===== src/rtl/trap_array_sequencer.sv =====
// rtl/trap_array_sequencer.sv - prime/load/wash valve sequencer for the trap capture array
//
// Drives the five fluidic ports (inlets: cells, buffer, wash; outlets: waste,
// collect) through IDLE -> PRIME -> SET1 -> LOAD -> SET2 -> WASH -> DONE and
// records which traps captured a cell during LOAD.
//
// Ports:
//   clk_i, rst_ni         clock, asynchronous active-low reset
//   start_i               run request (honoured in IDLE only)
//   abort_i               synchronous abort, returns to IDLE with valves closed
//   cfg_prime_i/_load_i/_wash_i  phase lengths in cycles (0 treated as 1)
//   trap_occ_i            raw per-trap occupancy sensors
//   v_cell_o, v_buf_o, v_wash_o  inlet valves
//   v_waste_o, v_coll_o   outlet valves
//   busy_o, done_o        run in progress / one-cycle completion pulse
//   occ_map_o, occ_count_o  sticky capture map and its population count
//   err_timeout_o         LOAD ended on timeout without all traps filled
//
// Build option: define TRAP_DEBOUNCE_EN to require DEB consecutive high
// samples before a trap is marked occupied; otherwise one sample suffices.

module trap_array_sequencer #(
    parameter int N_TRAPS = 8,
    parameter int CNT_W   = 16,
    parameter int DEB     = 4
) (
    input  logic                         clk_i,
    input  logic                         rst_ni,
    input  logic                         start_i,
    input  logic                         abort_i,
    input  logic [CNT_W-1:0]             cfg_prime_i,
    input  logic [CNT_W-1:0]             cfg_load_i,
    input  logic [CNT_W-1:0]             cfg_wash_i,
    input  logic [N_TRAPS-1:0]           trap_occ_i,
    output logic                         v_cell_o,
    output logic                         v_buf_o,
    output logic                         v_wash_o,
    output logic                         v_waste_o,
    output logic                         v_coll_o,
    output logic                         busy_o,
    output logic                         done_o,
    output logic [N_TRAPS-1:0]           occ_map_o,
    output logic [$clog2(N_TRAPS+1)-1:0] occ_count_o,
    output logic                         err_timeout_o
);

    localparam int OCW = $clog2(N_TRAPS + 1);

    if (DEB < 1) begin : g_deb_check
        $error("DEB must be at least 1");
    end

    typedef enum logic [2:0] {
        S_IDLE,
        S_PRIME,
        S_SET1,
        S_LOAD,
        S_SET2,
        S_WASH,
        S_DONE
    } state_e;

    state_e             state_q, state_d;
    logic [CNT_W-1:0]   cnt_q;
    logic [CNT_W-1:0]   lim_q, lim_d;
    logic [N_TRAPS-1:0] occ_map_q, occ_upd;
    logic [OCW-1:0]     occ_cnt_q;
    logic               err_q;
    logic               busy_q, done_q;
    logic               v_cell_q, v_buf_q, v_wash_q, v_waste_q, v_coll_q;
    logic               phase_end;
    logic               load_full;
    logic               timeout_d;

    // Valve pattern {cell, buf, wash, waste, coll} for each state.
    function automatic logic [4:0] valves_of(input state_e s);
        case (s)
            S_PRIME: valves_of = 5'b01010;
            S_LOAD:  valves_of = 5'b10010;
            S_WASH:  valves_of = 5'b00101;
            default: valves_of = 5'b00000;
        endcase
    endfunction

    function automatic logic [CNT_W-1:0] eff_len(input logic [CNT_W-1:0] c);
        eff_len = (c == '0) ? CNT_W'(1) : c;
    endfunction

    function automatic logic [OCW-1:0] popcount(input logic [N_TRAPS-1:0] v);
        popcount = '0;
        for (int i = 0; i < N_TRAPS; i++) begin
            popcount = popcount + OCW'(v[i]);
        end
    endfunction

    // cnt_q counts from 0 in the first cycle of a phase; lim_q is at least 1.
    assign phase_end = (cnt_q >= (lim_q - CNT_W'(1)));
    assign load_full = (occ_cnt_q == OCW'(N_TRAPS));

`ifdef TRAP_DEBOUNCE_EN
    localparam int DW = $clog2(DEB + 1);

    logic [DW-1:0] deb_q [N_TRAPS];

    // Per-trap run-length counters; only meaningful while loading.
    always_ff @(posedge clk_i or negedge rst_ni) begin
        if (!rst_ni) begin
            for (int i = 0; i < N_TRAPS; i++) begin
                deb_q[i] <= '0;
            end
        end else begin
            for (int i = 0; i < N_TRAPS; i++) begin
                if (state_q == S_LOAD && !abort_i && trap_occ_i[i]) begin
                    if (deb_q[i] != DW'(DEB)) begin
                        deb_q[i] <= deb_q[i] + DW'(1);
                    end
                end else begin
                    deb_q[i] <= '0;
                end
            end
        end
    end

    // The DEB-th consecutive high sample sets the bit in the same edge.
    always_comb begin
        occ_upd = occ_map_q;
        for (int i = 0; i < N_TRAPS; i++) begin
            if (trap_occ_i[i] && (deb_q[i] >= DW'(DEB - 1))) begin
                occ_upd[i] = 1'b1;
            end
        end
    end
`else
    always_comb begin
        occ_upd = occ_map_q | trap_occ_i;
    end
`endif

    always_comb begin
        state_d   = state_q;
        timeout_d = 1'b0;
        case (state_q)
            S_IDLE:  if (start_i) state_d = S_PRIME;
            S_PRIME: if (phase_end) state_d = S_SET1;
            S_SET1:  state_d = S_LOAD;
            S_LOAD: begin
                // A full map wins over a coincident timeout.
                if (load_full) begin
                    state_d = S_SET2;
                end else if (phase_end) begin
                    state_d   = S_SET2;
                    timeout_d = 1'b1;
                end
            end
            S_SET2:  state_d = S_WASH;
            S_WASH:  if (phase_end) state_d = S_DONE;
            S_DONE:  state_d = S_IDLE;
            default: state_d = S_IDLE;
        endcase
        if (abort_i) begin
            state_d   = S_IDLE;
            timeout_d = 1'b0;
        end
    end

    // Phase length is captured once, at phase entry.
    always_comb begin
        case (state_d)
            S_PRIME: lim_d = eff_len(cfg_prime_i);
            S_LOAD:  lim_d = eff_len(cfg_load_i);
            S_WASH:  lim_d = eff_len(cfg_wash_i);
            default: lim_d = CNT_W'(1);
        endcase
    end

    always_ff @(posedge clk_i or negedge rst_ni) begin
        if (!rst_ni) begin
            state_q   <= S_IDLE;
            cnt_q     <= '0;
            lim_q     <= CNT_W'(1);
            occ_map_q <= '0;
            occ_cnt_q <= '0;
            err_q     <= 1'b0;
            busy_q    <= 1'b0;
            done_q    <= 1'b0;
            v_cell_q  <= 1'b0;
            v_buf_q   <= 1'b0;
            v_wash_q  <= 1'b0;
            v_waste_q <= 1'b0;
            v_coll_q  <= 1'b0;
        end else begin
            state_q <= state_d;

            if (state_d != state_q) begin
                cnt_q <= '0;
                lim_q <= lim_d;
            end else if (cnt_q != '1) begin
                cnt_q <= cnt_q + CNT_W'(1);
            end

            if (state_q == S_IDLE && state_d == S_PRIME) begin
                occ_map_q <= '0;
                occ_cnt_q <= '0;
                err_q     <= 1'b0;
            end else if (state_q == S_LOAD && !abort_i) begin
                occ_map_q <= occ_upd;
                occ_cnt_q <= popcount(occ_upd);
                if (timeout_d) begin
                    err_q <= 1'b1;
                end
            end

            // Outputs are decoded from the next state so they align with it.
            busy_q <= (state_d != S_IDLE);
            done_q <= (state_d == S_DONE);
            {v_cell_q, v_buf_q, v_wash_q, v_waste_q, v_coll_q} <= valves_of(state_d);
        end
    end

    assign v_cell_o      = v_cell_q;
    assign v_buf_o       = v_buf_q;
    assign v_wash_o      = v_wash_q;
    assign v_waste_o     = v_waste_q;
    assign v_coll_o      = v_coll_q;
    assign busy_o        = busy_q;
    assign done_o        = done_q;
    assign occ_map_o     = occ_map_q;
    assign occ_count_o   = occ_cnt_q;
    assign err_timeout_o = err_q;

    // Two inlets open at once would mix streams in the distribution tree.
    a_one_inlet: assert property (@(posedge clk_i) disable iff (!rst_ni)
        $onehot0({v_cell_q, v_buf_q, v_wash_q}));

endmodule


===== config.mk =====
export PLATFORM = sky130hd
export DESIGN_NAME = trap_array_sequencer
export DESIGN_NICKNAME = d
export VERILOG_FILES = /design/src/rtl/trap_array_sequencer.sv
export SDC_FILE = /design/constraint.sdc
export NUM_CORES = 1
export LEC_CHECK = 0
export ABC_AREA = 0
export BUFFER_PORTS_ARGS = -buffer_cell sky130_fd_sc_hd__buf_2
export CORE_MARGIN = 1
export CORE_UTILIZATION = 50
export CTS_CLUSTER_DIAMETER = 60
export DETAILED_ROUTE_END_ITERATION = 8
export GPL_TIMING_DRIVEN = 0
export PLACE_DENSITY = 0.85
export SYNTH_ARGS = -nofsm -noshare
export SYNTH_HDL_FRONTEND = slang
export SYNTH_SLANG_ARGS = --single-unit

===== constraint.sdc =====
create_clock -name clk_i -period 4.5 [get_ports clk_i]
set_input_delay 0.45 -clock clk_i [delete_from_list [all_inputs] [get_ports clk_i]]
set_output_delay 0.45 -clock clk_i [all_outputs]
set_load 0.05 [all_outputs]

==> impl_results.md, run 1 <==
- Number of synthesized register bits: 54
- Largest net degree at the start of global routing: 55
- Critical path arrival: 4340 ps
- Vias in the first global route: 3138
- Worst skew pair latency: 310 ps
- Tightest Pin Transition: 1190 ps
- Nets: 549
- I/O pins: 80
- DRC Markers: 0
- Critical-path cell list: or4_1, nor2_1, nand2_1, nor3_2, nand2_1, nor3_1, xnor2_1, ha_1, nand2_2, nor4_4, nand2_1, nand3_4, o32a_1, clkbuf_1, o211ai_1
- Layout Cells excl Fill: 561
- Min-Delay Path Class: input pin to asynchronous set/reset pin
- Critical path buffers and inverters: 1
- CTS resizes: 0
- Initial antenna violation count: 0
- Slowest cell on crit path: or4_1
- Most frequent cells in the layout: buf_2, dfrtp_1, nor2_1
- Post-CTS Setup Bufs: 0
- Post-synthesis cell area: 3510 um2
- Maxcap violations: 0
- Cells after Synth: 378
- Cell family with most CP delay: simple AND/OR/NAND/NOR gates
- Leak pwr: 1.98 nW
- Post-synth net total: 463
- Clock Pin Slew Worst Setup and Hold Paths: 100 ps
- P&R area growth vs syn: 17.8%
- GR Util All Layers: 0.256
- H-tree depth: 2
- RSZ-0062 raised after global routing: no
- # clock sinks: 54
- Final GP Congestion: 0.915
- Initial cell density of the core: 0.517
- CTS Root Cell: clkbuf_8
- Startpoint Class: register
- Vias per inst: 5.79
- Rel. slew slack: 0.208
- Initial DRC Count: 249
- Number of synthesized flops with an enable pin: 0
- DP Cell Count: 553
- Post-route design area: 4140 um2
- Setup Skew: 11.0 ps
- Top FF cell, synth: dfrtp_1
- Final Hold Viols: 0
- Status: complete, no violations
- Avg Cell Area, Syn: 9.30 um2
- Hold-fix buffers, CTS: 0
- Final ANT Viol Nets: 0
- Post-route worst setup slack: 342 ps
- Max VDD drop: 0.192 mV
- Pre-CTS WS: 389 ps
- Worst Path Required: 4680 ps
- Reg2Reg Depth: 15
- Worst r2r src: lim_q[3]
- Pwr Density: 448 nW/um2
- Gr ovfl total: 0
- Die Area: 7370 um2
- Drt wl/cell: 16.4 um
- Die height: 85.8 um
- Max-slew violations: 0
- WP depth: 15
- Antenna cells: 0
- Share of layout cells above drive strength 1: 0.258
- HPWL after DPL: 7.30 mm
- Sequential area share after synthesis: 0.385
- Core area: 6790 um2
- TNS Setup: 0 ps
- FMAX: 240 MHz
- Min cycle time layout: 4160 ps
- Final period utilization: 0.924
- Commonest non-fill, non-tap cell in the layout: buf_2
- Port Buffer Count: 79
- DP Area: 4030 um2
- Total CTS buffers: 5
- WS Path Type: register to register
- Die X: 85.8 um
- CTS max path bufs: 2
- CP Capture Type: register
- CP most frequent cell: nand2_1
- Syn. warnings: 0
- # setup viols final: 0
- CP Max Fanout: 10
- Final wirelength: 9.17 mm
- Fraction of registers with async set or reset after synthesis: 1.00
- Vias: 3249
- First-pass GRT wire length: 14.7 mm
- CP peak stage delay: 550 ps
- CP Launch Point: lim_q[3]
- Core Rows: 30
- CTS tree: yes
- Drt pass-1 iters: 5
- Distinct cell type count after synthesis: 57
[per-layer routing]
metal	track usage	wire, um	vias up
met1	0.338	3900	1559
met4	0.0848	180	0
met5	0	0	-
li1	-	-	1519
met3	0.0568	776	18
met2	0.421	4310	153
[path summary, 6_finish.rpt]
check	endpoint	slack, ps
setup / recovery	lim_q[9]	340
hold / removal	lim_q[5]	380
setup reg to reg	lim_q[9]	340
hold reg to reg	err_timeout_o	500
max in group asynchronous	lim_q[14]	3410
min in group clk_i	occ_map_o[3]	380
[power by group]
part / internal, W / leakage [nW] / switching, W
clock network: 0.000167 / 0.0554 / 0.000162
logic: 0.000334 / 1.20 / 0.000534
registers: 0.000573 / 0.729 / 0.0000846
[metrics by stage]
| stage | util | total power [W] | hold WS (ps) |
|---|---|---|---|
| finish | 0.610 | 0.00185 | 377 |
| global route | 0.610 | 0.00198 | 378 |
| CTS | 0.610 | 0.00186 | 372 |
| detailed placement | 0.593 | 0.00152 | 480 |
| global placement | 0.593 | 0.00147 | 481 |
| floorplan | - | 0.00129 | 154 |
[area by class of cell]
class                      instances  area [um2]
tap                               96         120
fill                             603        2650
buffer                            16        81.3
inverter                          17        63.8
multi-input combinational        291        2020
timing repair buffer              79         395
sequential                        54        1350
clock buffer                       6        72.6
clock inverter                     2        38.8
[cell usage after synthesis, types with 2 or more instances]
cell type	instances	share of area
nor2_1	37	0.040
a21oi_1	35	0.050
xnor2_1	17	0.042
nand3_4	2	0.010
nand4_1	6	0.011
buf_1	2	0.0021
nor4_2	2	0.0071
a22oi_1	2	0.0043
or2_2	9	0.016
a22o_1	11	0.027
ha_1	21	0.075
nand2_2	2	0.0036
o21ai_0	18	0.026
a211oi_1	4	0.0085
or3_1	2	0.0036
and3_1	3	0.0053
a31oi_1	4	0.0071
nor4_1	11	0.020
xor2_1	10	0.025
inv_1	17	0.018
nand2_1	27	0.029
dfrtp_1	53	0.38
fa_1	4	0.023
nand2b_1	4	0.0071
buf_2	4	0.0057
and2_1	4	0.0071
clkbuf_1	6	0.0064
buf_4	2	0.0043
o211ai_1	4	0.0085
nor2b_1	9	0.016
nor3_1	7	0.010
and4_1	3	0.0075
and3_4	3	0.0096
nand3_1	10	0.014
[worst register-to-register path, cell delays in order (launching register included)]
cell and delay, ps:
dfrtp_1 440, or4_1 550, nor2_1 150, nand2_1 120, nor3_2 170, nand2_1 150
nor3_1 250, xnor2_1 120, ha_1 320, nand2_2 90, nor4_4 360, nand2_1 230
nand3_4 160, o32a_1 280, clkbuf_1 480, o211ai_1 160
[cell families (layout without fill, tap and decap cells)]
group	count (synthesis)	after routing	synth area share
AND/OR/NAND/NOR	148	148	0.238
AO/OA/AOI/OAI	89	89	0.164
flip-flops	54	54	0.385
buffers and inverters	33	120	0.0413
XOR/XNOR	27	27	0.0673
adder cells (fa/ha/maj)	25	25	0.0975
multiplexers	2	2	0.00712
[registers in the layout, summed over array words and instances (netlist names)]
register	flops
occ_count_o	4
done_o	1
v_coll_o	1
v_cell_o	1
lim_q	16
occ_map_o	8
err_timeout_o	1
cnt_q	16
v_waste_o	1
v_buf_o	1
state_q	3
busy_o	1
(Power assumes the default switching activity.)
==> run 2: changes to the inputs <==
==> constraint.sdc (replaced) <==
create_clock -name clk_i -period 4.05 [get_ports clk_i]
set_input_delay 0.405 -clock clk_i [delete_from_list [all_inputs] [get_ports clk_i]]
set_output_delay 0.405 -clock clk_i [all_outputs]
set_load 0.05 [all_outputs]
==> impl_results.md, run 2 (synthesis gave the netlist of run 1 again) <==
- Leak pwr: 2.00 nW
- Initial antenna violation count: 0
- Vias: 3287
- Maxcap violations: 0
- Final core occ: 0.617
- Clock Pin Slew Worst Setup and Hold Paths: 110 ps
- Initial DRC Count: 261
- Final period utilization: 0.964
- Critical path buffers and inverters: 0
- GR Util All Layers: 0.256
- Gr ovfl total: 0
- Rel. slew slack: 0.206
- Commonest non-fill, non-tap cell in the layout: buf_2
- Vias per inst: 5.86
- Worst hold slack: 329 ps
- I/O pins: 80
- Max VDD drop: 0.219 mV
- Share of layout cells above drive strength 1: 0.277
- Core Rows: 30
- Die height: 85.8 um
- Comb power frac: 0.474
- Hold Path Sink: occ_map_o[3]
- Final wirelength: 9.21 mm
- # setup viols final: 0
- Setup Skew: 13.7 ps
- Pwr Density: 501 nW/um2
- CP Capture Type: register
- HP Start: trap_occ_i[3]
- CP Max Fanout: 4
- Sw Share: 0.424
- HPWL after DPL: 7.30 mm
- Min-Delay Path Class: input pin to register
- DP Cell Count: 553
- Drt wl/cell: 16.4 um
- Die X: 85.8 um
- CP peak stage delay: 570 ps
- Final ANT Viol Nets: 0
- DP Area: 4030 um2
- First-pass GRT wire length: 14.7 mm
- Worst r2r src: lim_q[3]
- Drt pass-1 iters: 6
- Filler cell count: 588
- Final Hold Viols: 0
- Worst Path Required: 4290 ps
- WS Path Type: register to register
- Initial cell density of the core: 0.517
- CTS Root Cell: clkbuf_8
- Die Area: 7370 um2
- # clock sinks: 54
- Largest net degree at the start of global routing: 55
- Nets: 549
- Critical path arrival: 4150 ps
- Port Buffer Count: 79
- Vias in the first global route: 3138
- P&R area growth vs syn: 19.3%
- Startpoint Class: register
- Most frequent cells in the layout: buf_2, dfrtp_1, nor2_1
- Internal power: 0.00121 W
- R2r setup slk: 150 ps
- FMAX: 256 MHz
- CP most frequent cell: nand2_2
- Cell family with most CP delay: simple AND/OR/NAND/NOR gates
- CTS max path bufs: 2
- Antenna cells: 0
- Area of the multi-input gates: 2060 um2
- Total CTS buffers: 5
- Clock power frac: 0.176
- CTS tree: yes
- Critical-path cell list: or4_1, nor2_2, nand2_1, nor3_4, nand2_2, nor3_1, xnor2_1, ha_1, nand2_2, nor4_4, o311ai_4, a31oi_2, a21boi_4, mux2_4, a31oi_1
- Slowest cell on crit path: or4_1
- Total power: 0.00210 W
- Net Switching: 0.000891 W
- Hold Path Stages: 3
- Tightest Pin Transition: 1190 ps
- Status: complete, no violations
- Max-slew violations: 0
- FF+latch area: 1350 um2
- Final GP Congestion: 0.915
- RSZ-0062 raised after global routing: yes
- Core area: 6790 um2
- Post-route design area: 4190 um2
- DRC Markers: 0
- Worst skew pair latency: 310 ps
- H-tree depth: 2
- Min cycle time layout: 3900 ps
- Flop pwr share: 0.350
- Reg2reg end: lim_q[0]
- Layout Cells excl Fill: 561
- Reg2Reg Depth: 15
run 2: repair_timing:
| item | CTS | global route |
|---|---|---|
| setup buffers | 0 | 0 |
| gates resized for setup | 2 | 16 |
| cloned | 0 | 0 |
| pin swaps | 0 | 5 |
| setup endpoints to repair | 13 | 33 |
| hold buffers | 0 | 0 |
| hold endpoints to repair | 0 | 0 |
run 2: worst max-delay path by stage:
stage	from	endpoint	slack, ps	cells past startpoint
2_1_floorplan	lim_q[3]	lim_q[0]	530	15
3_3_place_gp	lim_q[3]	lim_q[9]	40	15
3_5_place_dp	lim_q[3]	lim_q[9]	-60	15
4_1_cts	lim_q[3]	cnt_q[2]	40	15
5_1_grt	lim_q[3]	lim_q[11]	-9	14
6_report	lim_q[3]	lim_q[0]	150	15
run 2: area by class of cell:
class / instances / share of cell area
Inverter: 17 / 0.0152
Clock buffer: 6 / 0.0173
Tap cell: 96 / 0.0286
Sequential cell: 54 / 0.322
Multi-Input combinational cell: 291 / 0.492
Clock inverter: 2 / 0.00925
Buffer: 16 / 0.0209
Timing Repair Buffer: 79 / 0.0943
run 2: per-stage QoR:
stage          setup WS, ps  setup TNS [ps]
3_3_place_gp           42.7               0
5_1_grt               -8.61           -8.61
6_report                145               0
4_1_cts                43.0               0
2_1_floorplan           534               0
3_5_place_dp          -60.5            -276
run 2: power groups by stage:
stage	clock (W)	combinational, W	sequential (W)
2_1_floorplan	0	0.000629	0.000808
3_3_place_gp	0	0.000904	0.000731
3_5_place_dp	0	0.000955	0.000738
4_1_cts	0.000374	0.000965	0.000727
5_1_grt	0.000398	0.00109	0.000749
6_report	0.000370	0.000997	0.000736
run 2: worst min-delay path, cell delays in order:
cell and delay (ps):
buf_2 80, a21oi_1 50, nor2_1 70
run 2: routing by layer:
layer | part of all wire | wire length (um) | vias up | global-route usage
met5 | 0 | 0 | - | 0
met4 | 0.023 | 216 | 0 | 0.0848
li1 | - | - | 1518 | -
met3 | 0.097 | 896 | 26 | 0.0568
met2 | 0.46 | 4270 | 188 | 0.421
met1 | 0.41 | 3820 | 1555 | 0.338
==> run 3: changes to the inputs <==
--- a/config.mk
+++ b/config.mk
@@ -6,8 +6,7 @@
 export NUM_CORES = 1
 export LEC_CHECK = 0
 export ABC_AREA = 0
-export BUFFER_PORTS_ARGS = -buffer_cell sky130_fd_sc_hd__buf_2
-export CORE_MARGIN = 1
+export BUFFER_PORTS_ARGS = -buffer_cell sky130_fd_sc_hd__buf_4
 export CORE_UTILIZATION = 50
 export CTS_CLUSTER_DIAMETER = 60
 export DETAILED_ROUTE_END_ITERATION = 8
==> impl_results.md, run 3 (synthesis gave the netlist of run 1 again) <==
- Status: complete, no violations
- CTS tree: yes
- Die X: 85.8 um
- Final GP Congestion: 0.924
- Final period utilization: 0.962
- First-pass GRT wire length: 14.9 mm
- CP Capture Type: register
- Core Rows: 30
- Final core occ: 0.644
- Min cycle time layout: 3890 ps
- Tightest Pin Transition: 707 ps
- Share of layout cells above drive strength 1: 0.273
- Slowest cell on crit path: or4_1
- FMAX: 257 MHz
- Initial antenna violation count: 0
- Critical path buffers and inverters: 0
- Most frequent cells in the layout: buf_4, dfrtp_1, nor2_1
- WS Path Type: register to register
- Clock Pin Slew Worst Setup and Hold Paths: 110 ps
- Filler cell count: 558
- CTS Root Cell: clkbuf_8
- Initial DRC Count: 318
- FF+latch area: 1350 um2
- Core area: 6790 um2
- Rel. slew slack: 0.524
- Post-route design area: 4380 um2
- H-tree depth: 2
- DRC Markers: 0
- RSZ-0062 raised after global routing: yes
- Initial cell density of the core: 0.517
- Min-Delay Path Class: input pin to asynchronous set/reset pin
- Largest net degree at the start of global routing: 55
- # clock sinks: 54
- Nets: 549
- CTS max path bufs: 2
- Maxcap violations: 0
- Final Hold Viols: 0
- Die height: 85.8 um
- Pwr Density: 486 nW/um2
- Area of the multi-input gates: 2050 um2
- Vias: 3227
- CP peak stage delay: 530 ps
- Cell family with most CP delay: simple AND/OR/NAND/NOR gates
- Worst Path Required: 4300 ps
- Final ANT Viol Nets: 0
- Drt wl/cell: 16.9 um
- I/O pins: 80
- GR Util All Layers: 0.264
- P&R area growth vs syn: 24.6%
- Vias in the first global route: 3180
- Antenna cells: 0
- Drt pass-1 iters: 5
- Critical-path cell list: or4_1, nor2_1, nand2_1, nor3_2, nand2_2, nor4_2, xnor2_1, ha_1, nand2_1, nor4_4, o311ai_4, a31oi_2, a21boi_4, mux2_4, a31oi_1
- Max-slew violations: 0
- Final wirelength: 9.48 mm
- CP Max Fanout: 4
- Gr ovfl total: 0
- HPWL after DPL: 7.41 mm
- Critical path arrival: 4150 ps
- CP most frequent cell: nand2_1
- Total CTS buffers: 5
- Vias per inst: 5.75
- Commonest non-fill, non-tap cell in the layout: buf_4
- Setup Skew: 18.2 ps
- Max VDD drop: 0.264 mV
- # setup viols final: 0
- Die Area: 7370 um2
- Leak pwr: 2.05 nW
- Startpoint Class: register
- DP Area: 4230 um2
- Worst hold slack: 124 ps
- Worst skew pair latency: 330 ps
- Port Buffer Count: 79
- Hold-fix buffers, CTS: 0
run 3: per-stage QoR:
| stage | instances | setup slack, ps | total power [W] | setup TNS, ps |
|---|---|---|---|---|
| 2_1_floorplan | 378 | 534 | 0.00144 | 0 |
| 3_3_place_gp | 553 | 23.0 | 0.00167 | 0 |
| 3_5_place_dp | 553 | -61.6 | 0.00172 | -288 |
| 4_1_cts | 561 | 40.7 | 0.00209 | 0 |
| 5_1_grt | 561 | -28.9 | 0.00225 | -28.9 |
| 6_report | 561 | 155 | 0.00213 | 0 |
run 3: layout make-up:
type | instances | area share
Buffer | 16 | 0.0200
Clock buffer | 6 | 0.0166
Clock inverter | 2 | 0.00857
Inverter | 17 | 0.0146
Multi-Input combinational cell | 291 | 0.468
Sequential cell | 54 | 0.309
Tap cell | 96 | 0.0274
Timing Repair Buffer | 79 | 0.135
run 3: path summary, 6_finish.rpt:
kind / startpoint / end / slack [ps] / cells past startpoint
min reg2reg: occ_map_o[5] / occ_map_o[5] / 540 / 2
max reg2reg: lim_q[3] / lim_q[0] / 160 / 15
min in group clk_i: cfg_prime_i[15] / lim_q[15] / 310 / 3
max: lim_q[3] / lim_q[0] / 160 / 15
max in group asynchronous: rst_ni / cnt_q[7] / 3480 / 1
min: rst_ni / err_timeout_o / 120 / 1
run 3: per-layer routing:
layer	GRT usage	vias to the layer above	part of all wire
met3	0.0577	12	0.084
met4	0.0773	0	0.015
met2	0.442	159	0.48
met5	0	-	0
li1	-	1521	-
met1	0.345	1535	0.42
run 3: power breakdown:
group          leakage, nW  internal [W]  total, W  switching [W]
Clock               0.0514      0.000185  0.000373       0.000188
Sequential           0.729      0.000636  0.000734      0.0000973
Combinational         1.27      0.000415   0.00102       0.000607
Total                 2.05       0.00124   0.00213       0.000892
run 3: timing repair:
action,4_1_cts,5_1_grt
gates resized for setup,2,11
buffers inserted,0,0
pin swaps,0,2
endpoints found under the setup margin,12,32
endpoints found under the hold margin,0,0
